**src/rtl/reg_dump_controller.sv**
```systemverilog
// reg_dump_controller
// Debug-side sequencer that walks the whole register bank through its debug
// read port and streams every word out LSB byte first on a valid/ready byte
// interface. Runs only while the pipeline is halted.
//
// Optional feature macro: REG_DUMP_CHECKSUM_EN
//   When defined, a running XOR of every accepted data byte is appended as
//   one extra byte after the last data byte.
//
// Ports:
//   i_clock        rising-edge clock
//   i_reset        synchronous active-high reset
//   i_start        dump request, sampled only in idle
//   i_reg_data     bank read data (bank o_data_a)
//   o_read_enable  bank read enable (bank i_read_enable)
//   o_read_addr    bank read address (bank i_read_addr)
//   o_tx_data      byte to transmit
//   o_tx_valid     o_tx_data is valid
//   i_tx_ready     sink accepts the byte this cycle
//   o_busy         dump in progress
//   o_done         one-cycle pulse when a dump completes
module reg_dump_controller #(
    parameter int unsigned DATA_SIZE  = 32,
    parameter int unsigned ADDR_SIZE  = 5,
    parameter int unsigned BANK_DEPTH = 32,
    parameter int unsigned BYTE_SIZE  = 8
) (
    input  logic                 i_clock,
    input  logic                 i_reset,
    input  logic                 i_start,
    input  logic [DATA_SIZE-1:0] i_reg_data,
    output logic                 o_read_enable,
    output logic [ADDR_SIZE-1:0] o_read_addr,
    output logic [BYTE_SIZE-1:0] o_tx_data,
    output logic                 o_tx_valid,
    input  logic                 i_tx_ready,
    output logic                 o_busy,
    output logic                 o_done
);

    localparam int unsigned BytesPerWord = DATA_SIZE / BYTE_SIZE;
    localparam int unsigned IdxW = (BytesPerWord > 1) ? $clog2(BytesPerWord) : 1;
    localparam logic [IdxW-1:0]      LastIdx  = IdxW'(BytesPerWord - 1);
    localparam logic [ADDR_SIZE-1:0] LastAddr = ADDR_SIZE'(BANK_DEPTH - 1);

    typedef enum logic [2:0] {
        StIdle  = 3'd0,
        StRead  = 3'd1,
        StLatch = 3'd2,
        StSend  = 3'd3,
        StDone  = 3'd4
`ifdef REG_DUMP_CHECKSUM_EN
        ,
        StCsum  = 3'd5
`endif
    } state_e;

    state_e               state_q, state_d;
    logic [ADDR_SIZE-1:0] addr_q, addr_d;
    logic [IdxW-1:0]      idx_q, idx_d;
    logic [DATA_SIZE-1:0] word_q, word_d;
    logic [BYTE_SIZE-1:0] cur_byte;
`ifdef REG_DUMP_CHECKSUM_EN
    logic [BYTE_SIZE-1:0] csum_q, csum_d;
`endif

    assign cur_byte = word_q[int'(idx_q) * BYTE_SIZE +: BYTE_SIZE];

    always_ff @(posedge i_clock) begin
        if (i_reset) begin
            state_q <= StIdle;
            addr_q  <= '0;
            idx_q   <= '0;
            word_q  <= '0;
`ifdef REG_DUMP_CHECKSUM_EN
            csum_q  <= '0;
`endif
        end else begin
            state_q <= state_d;
            addr_q  <= addr_d;
            idx_q   <= idx_d;
            word_q  <= word_d;
`ifdef REG_DUMP_CHECKSUM_EN
            csum_q  <= csum_d;
`endif
        end
    end

    always_comb begin
        state_d = state_q;
        addr_d  = addr_q;
        idx_d   = idx_q;
        word_d  = word_q;
`ifdef REG_DUMP_CHECKSUM_EN
        csum_d  = csum_q;
`endif
        unique case (state_q)
            StIdle: begin
                if (i_start) begin
                    state_d = StRead;
                    addr_d  = '0;
`ifdef REG_DUMP_CHECKSUM_EN
                    csum_d  = '0;
`endif
                end
            end
            // Bank registers the word on this edge; it is visible in StLatch.
            StRead:  state_d = StLatch;
            StLatch: begin
                word_d  = i_reg_data;
                idx_d   = '0;
                state_d = StSend;
            end
            StSend: begin
                if (i_tx_ready) begin
`ifdef REG_DUMP_CHECKSUM_EN
                    csum_d = csum_q ^ cur_byte;
`endif
                    if (idx_q == LastIdx) begin
                        if (addr_q == LastAddr) begin
`ifdef REG_DUMP_CHECKSUM_EN
                            state_d = StCsum;
`else
                            state_d = StDone;
`endif
                        end else begin
                            addr_d  = addr_q + ADDR_SIZE'(1);
                            state_d = StRead;
                        end
                    end else begin
                        idx_d = idx_q + IdxW'(1);
                    end
                end
            end
`ifdef REG_DUMP_CHECKSUM_EN
            StCsum: begin
                if (i_tx_ready) begin
                    state_d = StDone;
                end
            end
`endif
            StDone:  state_d = StIdle;
            default: state_d = StIdle;
        endcase
    end

    // Outputs depend only on registered state; i_tx_ready never reaches them.
    always_comb begin
        o_read_enable = (state_q == StRead);
        o_read_addr   = addr_q;
        o_tx_valid    = (state_q == StSend);
        o_tx_data     = (state_q == StSend) ? cur_byte : '0;
        o_busy        = (state_q == StRead) || (state_q == StLatch) || (state_q == StSend);
        o_done        = (state_q == StDone);
`ifdef REG_DUMP_CHECKSUM_EN
        if (state_q == StCsum) begin
            o_tx_valid = 1'b1;
            o_tx_data  = csum_q;
            o_busy     = 1'b1;
        end
`endif
    end

endmodule

```
**config.mk**
```make
export PLATFORM = sky130hd
export DESIGN_NAME = reg_dump_controller
export DESIGN_NICKNAME = d
export VERILOG_FILES = /design/src/rtl/reg_dump_controller.sv
export SDC_FILE = /design/constraint.sdc
export NUM_CORES = 1
export LEC_CHECK = 0
export ABC_CLOCK_PERIOD_IN_PS = 2200
export BUFFER_PORTS_ARGS = -buffer_cell sky130_fd_sc_hd__buf_4
export CORE_UTILIZATION = 51
export CTS_CLUSTER_DIAMETER = 200
export DETAILED_ROUTE_END_ITERATION = 16
export PLACE_DENSITY = 0.78
export SETUP_SLACK_MARGIN = 0.5
export SLEW_MARGIN = 20
export SYNTH_ARGS = -nofsm -noshare
export SYNTH_HDL_FRONTEND = slang
export SYNTH_SLANG_ARGS = --single-unit
```
**constraint.sdc**
```tcl
create_clock -name i_clock -period 2.2 [get_ports i_clock]
set_clock_uncertainty 0.05 [all_clocks]
set_input_delay 0.44 -clock i_clock [delete_from_list [all_inputs] [get_ports i_clock]]
set_output_delay 0.44 -clock i_clock [all_outputs]
set_load 0.03 [all_outputs]
```
# After elaboration in Yosys (flattened, before gate mapping)
# Index checks and enable logic that the tools add are counted.
word_totals:
  reg_bits: 42
  input_bits: 36
  output_inout_bits: 17
  elab_cells: 40
classes:
  n_addsub: 2
  n_eq_ne: 11
  n_shift: 1
  mux: 14
  reduce_logical: 8
ops:
  columns: ["op", "count"]
  rows:
  - ["$shiftx 32x6->8", 1]
  - ["$mux 5", 4]
  - ["$mux 3", 4]
  - ["$pmux 3 s4", 1]
  - ["$pmux 5 s2", 1]
  - ["$mux 8", 1]
  - ["$eq 3x2->1 const B", 2]
  - ["$ne 2x2->1 const B", 3]
  - ["$reduce_and 3->1", 2]
  - ["$add 5x1->5 const B", 1]
  - ["$eq 5x5->1 const B", 1]
  - ["$reduce_and 5->1", 1]
  - ["$mux 2", 2]
  - ["$ne 2x1->1 const B", 2]
  - ["$pmux 2 s2", 1]
  - ["$reduce_bool 2->1", 2]
  - ["$eq 3x1->1 const B", 1]
  - ["$eq 3x3->1 const B", 1]
  - ["$logic_not 3->1", 1]
  - ["$add 2x1->2 const B", 1]
  - ["$eq 2x2->1 const B", 1]
  - ["$logic_or 1x1->1", 2]

# Longest topological paths before layout
depth:
  word_depth: 5
  depth_mapped: 7
  ltp_nobuf: 7

# Worst setup path after synthesis
# No wires, ideal clock.
synth_timing:
  path_kind: "register to output"
  from: "register idx_q[0]"
  to: "output o_tx_data[0]"
  arrival_time_ns: 1.379
  slack_ns: 0.331
  stages_incl_launch_ff: 4
  n_path_buf: 1
  path_cell_list: "dfxtp_1 buf_2 mux4_2 and2_1"
synth_between:
  elab_chain_cells: 2
synth_rtl:
  columns: ["item", "line_no", "source"]
  rows:
  - ["start: declaration", "60", "logic [IdxW-1:0] idx_q, idx_d;"]
  - ["start signal: assignment", "81", "idx_q <= idx_d;"]
  - ["$shiftx 32x6->8", "67", "assign cur_byte = word_q[int'(idx_q) * BYTE_SIZE +: BYTE_SIZE];"]
  - ["$mux 8", "152", "o_tx_data = (state_q == StSend) ? cur_byte : '0;"]
  - ["end: declaration", "34", "output logic [BYTE_SIZE-1:0] o_tx_data,"]
# Every way passes these cells.

# Final worst setup path
layout_timing:
  from: "register idx_q[0]"
  to: "output o_tx_data[1]"
# The elaborated chain is that of the path after synthesis.

==> impl_metrics.env <==
export IMPL_outcome="complete, no violations"
export IMPL_nNetsFinal=330
export IMPL_grt_usage_pct=23.8
export IMPL_initial_utilization_pct=54.9
export IMPL_vias=1781
export IMPL_diodes=0
export IMPL_cts_tree="done"
export IMPL_port_buffers=52
export IMPL_drv_cap=0
export IMPL_drt_iter0_markers=90
export IMPL_vdd_ir_drop_max_mv=0.475
export IMPL_worst_pin_slew_ns=0.672
export IMPL_tns_ns=0
export IMPL_worstReg2RegStart="state_q[2]"
export IMPL_grt_max_degree=43
export IMPL_swShare_pct=26.3
export IMPL_drt_total_wl_um=4460
export IMPL_drc_errors=0
export IMPL_wire_per_inst_um=13.2
export IMPL_antenna_found_initial=0
export IMPL_die_y_um=62.9
export IMPL_root_buffer="clkbuf_8"
export IMPL_boundaryPins=53
export IMPL_grt_pass1_wl_um=7270
export IMPL_crit_path_end_kind="output port"
export IMPL_first_pass_iters=4
export IMPL_worstSkewPairLatency_ns=0.30
export IMPL_crit_fanout=5
export IMPL_comb_power_share_pct=14.9
export IMPL_hp_class="input port to flop"
export IMPL_detailed_place_hpwl_um=2640
export IMPL_path_common_cell="buf_6"
export IMPL_row_count=21
export IMPL_slowest_delay_ns=0.49
export IMPL_viasPerCell=5.27
export IMPL_synth_area_um2=1890
export IMPL_drive_above_1_share_pct=41.1
export IMPL_critPathLaunch="idx_q[0]"
export IMPL_synth_cell_type_count=33
export IMPL_leakage_nw=1.07
export IMPL_core_um2=3440
export IMPL_slew_viol_final=0
export IMPL_seq_power_share_pct=51.6
export IMPL_grt_pass1_vias=1618
export IMPL_path_class="flop to output port"
export IMPL_critPathSlowestCell="mux4_2"
export IMPL_rsz0062_at_grt="yes"
export IMPL_worstPathRequired_ns=1.71
export IMPL_drtAntennaViolNets=0
export IMPL_syn_inst=227
export IMPL_p_int_w=0.00116
export IMPL_ys_seq_elements=42
export IMPL_holdBufCountCts=0
export IMPL_hold_viol=0
export IMPL_reg2regPathDepth=4
export IMPL_power_density_nw_per_um2=585
export IMPL_gr_total_overflow=0
export IMPL_synth_area_per_cell_um2=8.32
export IMPL_period_share_pct=94.6
export IMPL_yosysSeqAreaShare_pct=44.5
export IMPL_yosysWarnings=0
export IMPL_period_needed_ns=2.08
export IMPL_path_cells="buf_6 > mux4_2 > and2_4 > buf_6"
export IMPL_gp_congestion=0.782
export IMPL_critical_path_endpoint="o_tx_data[1]"
export IMPL_die_x_um=62.9
export IMPL_cp_start_kind="flop"
export IMPL_synth_nets=266
export IMPL_clkSinkCount=42
export IMPL_r2r_end="o_read_addr[2]"
export IMPL_cts_max_path_buffers=2
export IMPL_fillers=239
export IMPL_critPathArrivalTime_ns=1.59
export IMPL_r2r_slack_ns=0.54
export IMPL_p_switching_w=0.000414
export IMPL_setup_viol=0
export IMPL_place_ws_ns=0.273
export IMPL_numCtsBuffers=5
export IMPL_areaGrowthSynthToFinish_pct=42.2
export IMPL_clk_pin_slew_ns=0.08
export IMPL_fin_ws_ns=0.118
export IMPL_clock_fmax_mhz=480
export IMPL_clock_power_share_pct=33.5
export IMPL_slew_headroom_pct=55.1
export IMPL_htree_levels=2
export IMPL_dieArea_um2=3950
==> metal layers <==
| metal | wire length [um] | GRT usage (%) | vias up |
|---|---|---|---|
| met5 | 0 | 0 | - |
| met4 | 99 | 10.5 | 0 |
| met3 | 202 | 6.57 | 10 |
| met2 | 2180 | 37.6 | 44 |
| met1 | 1990 | 30.0 | 833 |
| li1 | - | - | 894 |
==> flip-flops by register name, summed over array words and instances (netlist names) <==
| name | count |
|---|---|
| idx_q | 2 |
| o_read_addr | 5 |
| state_q | 3 |
| word_q | 32 |
==> synth_stat cells <==
cell type	instances	share of area, %
a31oi_1	1	0.33
and2_1	10	3.3
and3_1	1	0.33
nand3b_1	1	0.40
inv_1	4	0.79
a211oi_1	2	0.79
or3_1	1	0.33
a22oi_1	1	0.40
nor3_1	2	0.53
nand3_1	1	0.26
inv_2	1	0.20
nand4_1	1	0.33
o21ai_1	2	0.53
dfxtp_1	42	45
nand4b_1	1	0.46
nor2_2	1	0.33
nor4b_2	1	0.79
nand2b_1	1	0.33
nor4_1	1	0.33
and3b_1	1	0.46
clkbuf_1	6	1.2
ha_1	3	2.0
mux2i_1	1	0.53
nand2_1	70	14
mux4_2	8	9.5
a32oi_1	1	0.46
a21oi_1	38	10
nor2_1	9	1.8
nor2b_1	2	0.66
nor4b_1	1	0.46
o2111ai_1	1	0.46
buf_2	10	2.6
nor3_2	1	0.53
==> layout by cell type (no fill, tap or decap), drive strengths merged, types with 2 or more instances in the layout <==
cell,instances
nand2,70
buf,72
inv,6
mux4,8
nor2b,2
ha,3
o21ai,2
a211oi,2
nor2,10
a21oi,38
and2,10
dfxtp,42
clkbuf,6
nor4b,2
nor3,3
==> metrics by stage <==
stage / cells / total power (W) / instance area (um^2) / hold WS [ns] / utilization, %
after floorplan: 227 / 0.000953 / 1920 / 0.383 / -
after global placement: 311 / 0.00103 / 2300 / 0.390 / 67.0
after detailed placement: 311 / 0.00103 / 2300 / 0.393 / 67.0
after CTS: 334 / 0.00157 / 2590 / 0.324 / 75.2
after global routing: 338 / 0.00165 / 2690 / 0.333 / 78.0
final: 338 / 0.00157 / 2690 / 0.326 / 78.0
==> what timing repair did <==
item | in CTS | in global routing
gates resized for setup | 27 | 15
cloned | 1 | 0
endpoints found under the setup margin | 16 | 17
setup buffers | 14 | 4
pin swaps | 7 | 4
==> worst min path at each step <==
stage / from / to / slack, ns / cells after the start
after CTS: i_reg_data[10] / word_q[10] / 0.32 / 3
final: i_reg_data[10] / word_q[10] / 0.33 / 3
after global placement: word_q[25] / word_q[25] / 0.39 / 2
after floorplan: word_q[16] / word_q[16] / 0.38 / 2
after global routing: i_reg_data[17] / word_q[17] / 0.33 / 3
after detailed placement: word_q[25] / word_q[25] / 0.39 / 2
==> worst max-delay path, delay by kind of cell (launching register included) <==
kind	cells	cell delay [ns]
buffers and inverters	2	0.25
flip-flops	1	0.39
AND/OR/NAND/NOR	1	0.16
multiplexers	1	0.49
==> power groups by stage <==
stage | logic [W] | registers, W | clock network [W]
2_1_floorplan | 0.000128 | 0.000825 | 0
3_3_place_gp | 0.000191 | 0.000836 | 0
3_5_place_dp | 0.000194 | 0.000838 | 0
6_report | 0.000234 | 0.000811 | 0.000527
4_1_cts | 0.000225 | 0.000810 | 0.000531
5_1_grt | 0.000258 | 0.000815 | 0.000574
==> final cells by class <==
cell class,count,area [um^2],area share (%)
clock buffer,6,82.6,3.07
clock inverter,2,11.3,0.419
tap,46,57.6,2.14
multi-input combinational,164,1050,39.0
timing repair buffer,72,597,22.2
timing repair inverter,1,7.51,0.279
sequential,42,862,32.1
inverter,5,21.3,0.792
==> logic make-up after synthesis <==
logic type	share of synthesized area [%]
DFF	44.5
buffers and inverters	4.83
adders and majority gates	1.99
muxes	10.1
AOI/OAI and AO/OA	13.0
and+or+nand+nor	25.6
No activity file was read; power rests on OpenSTA's default activity.
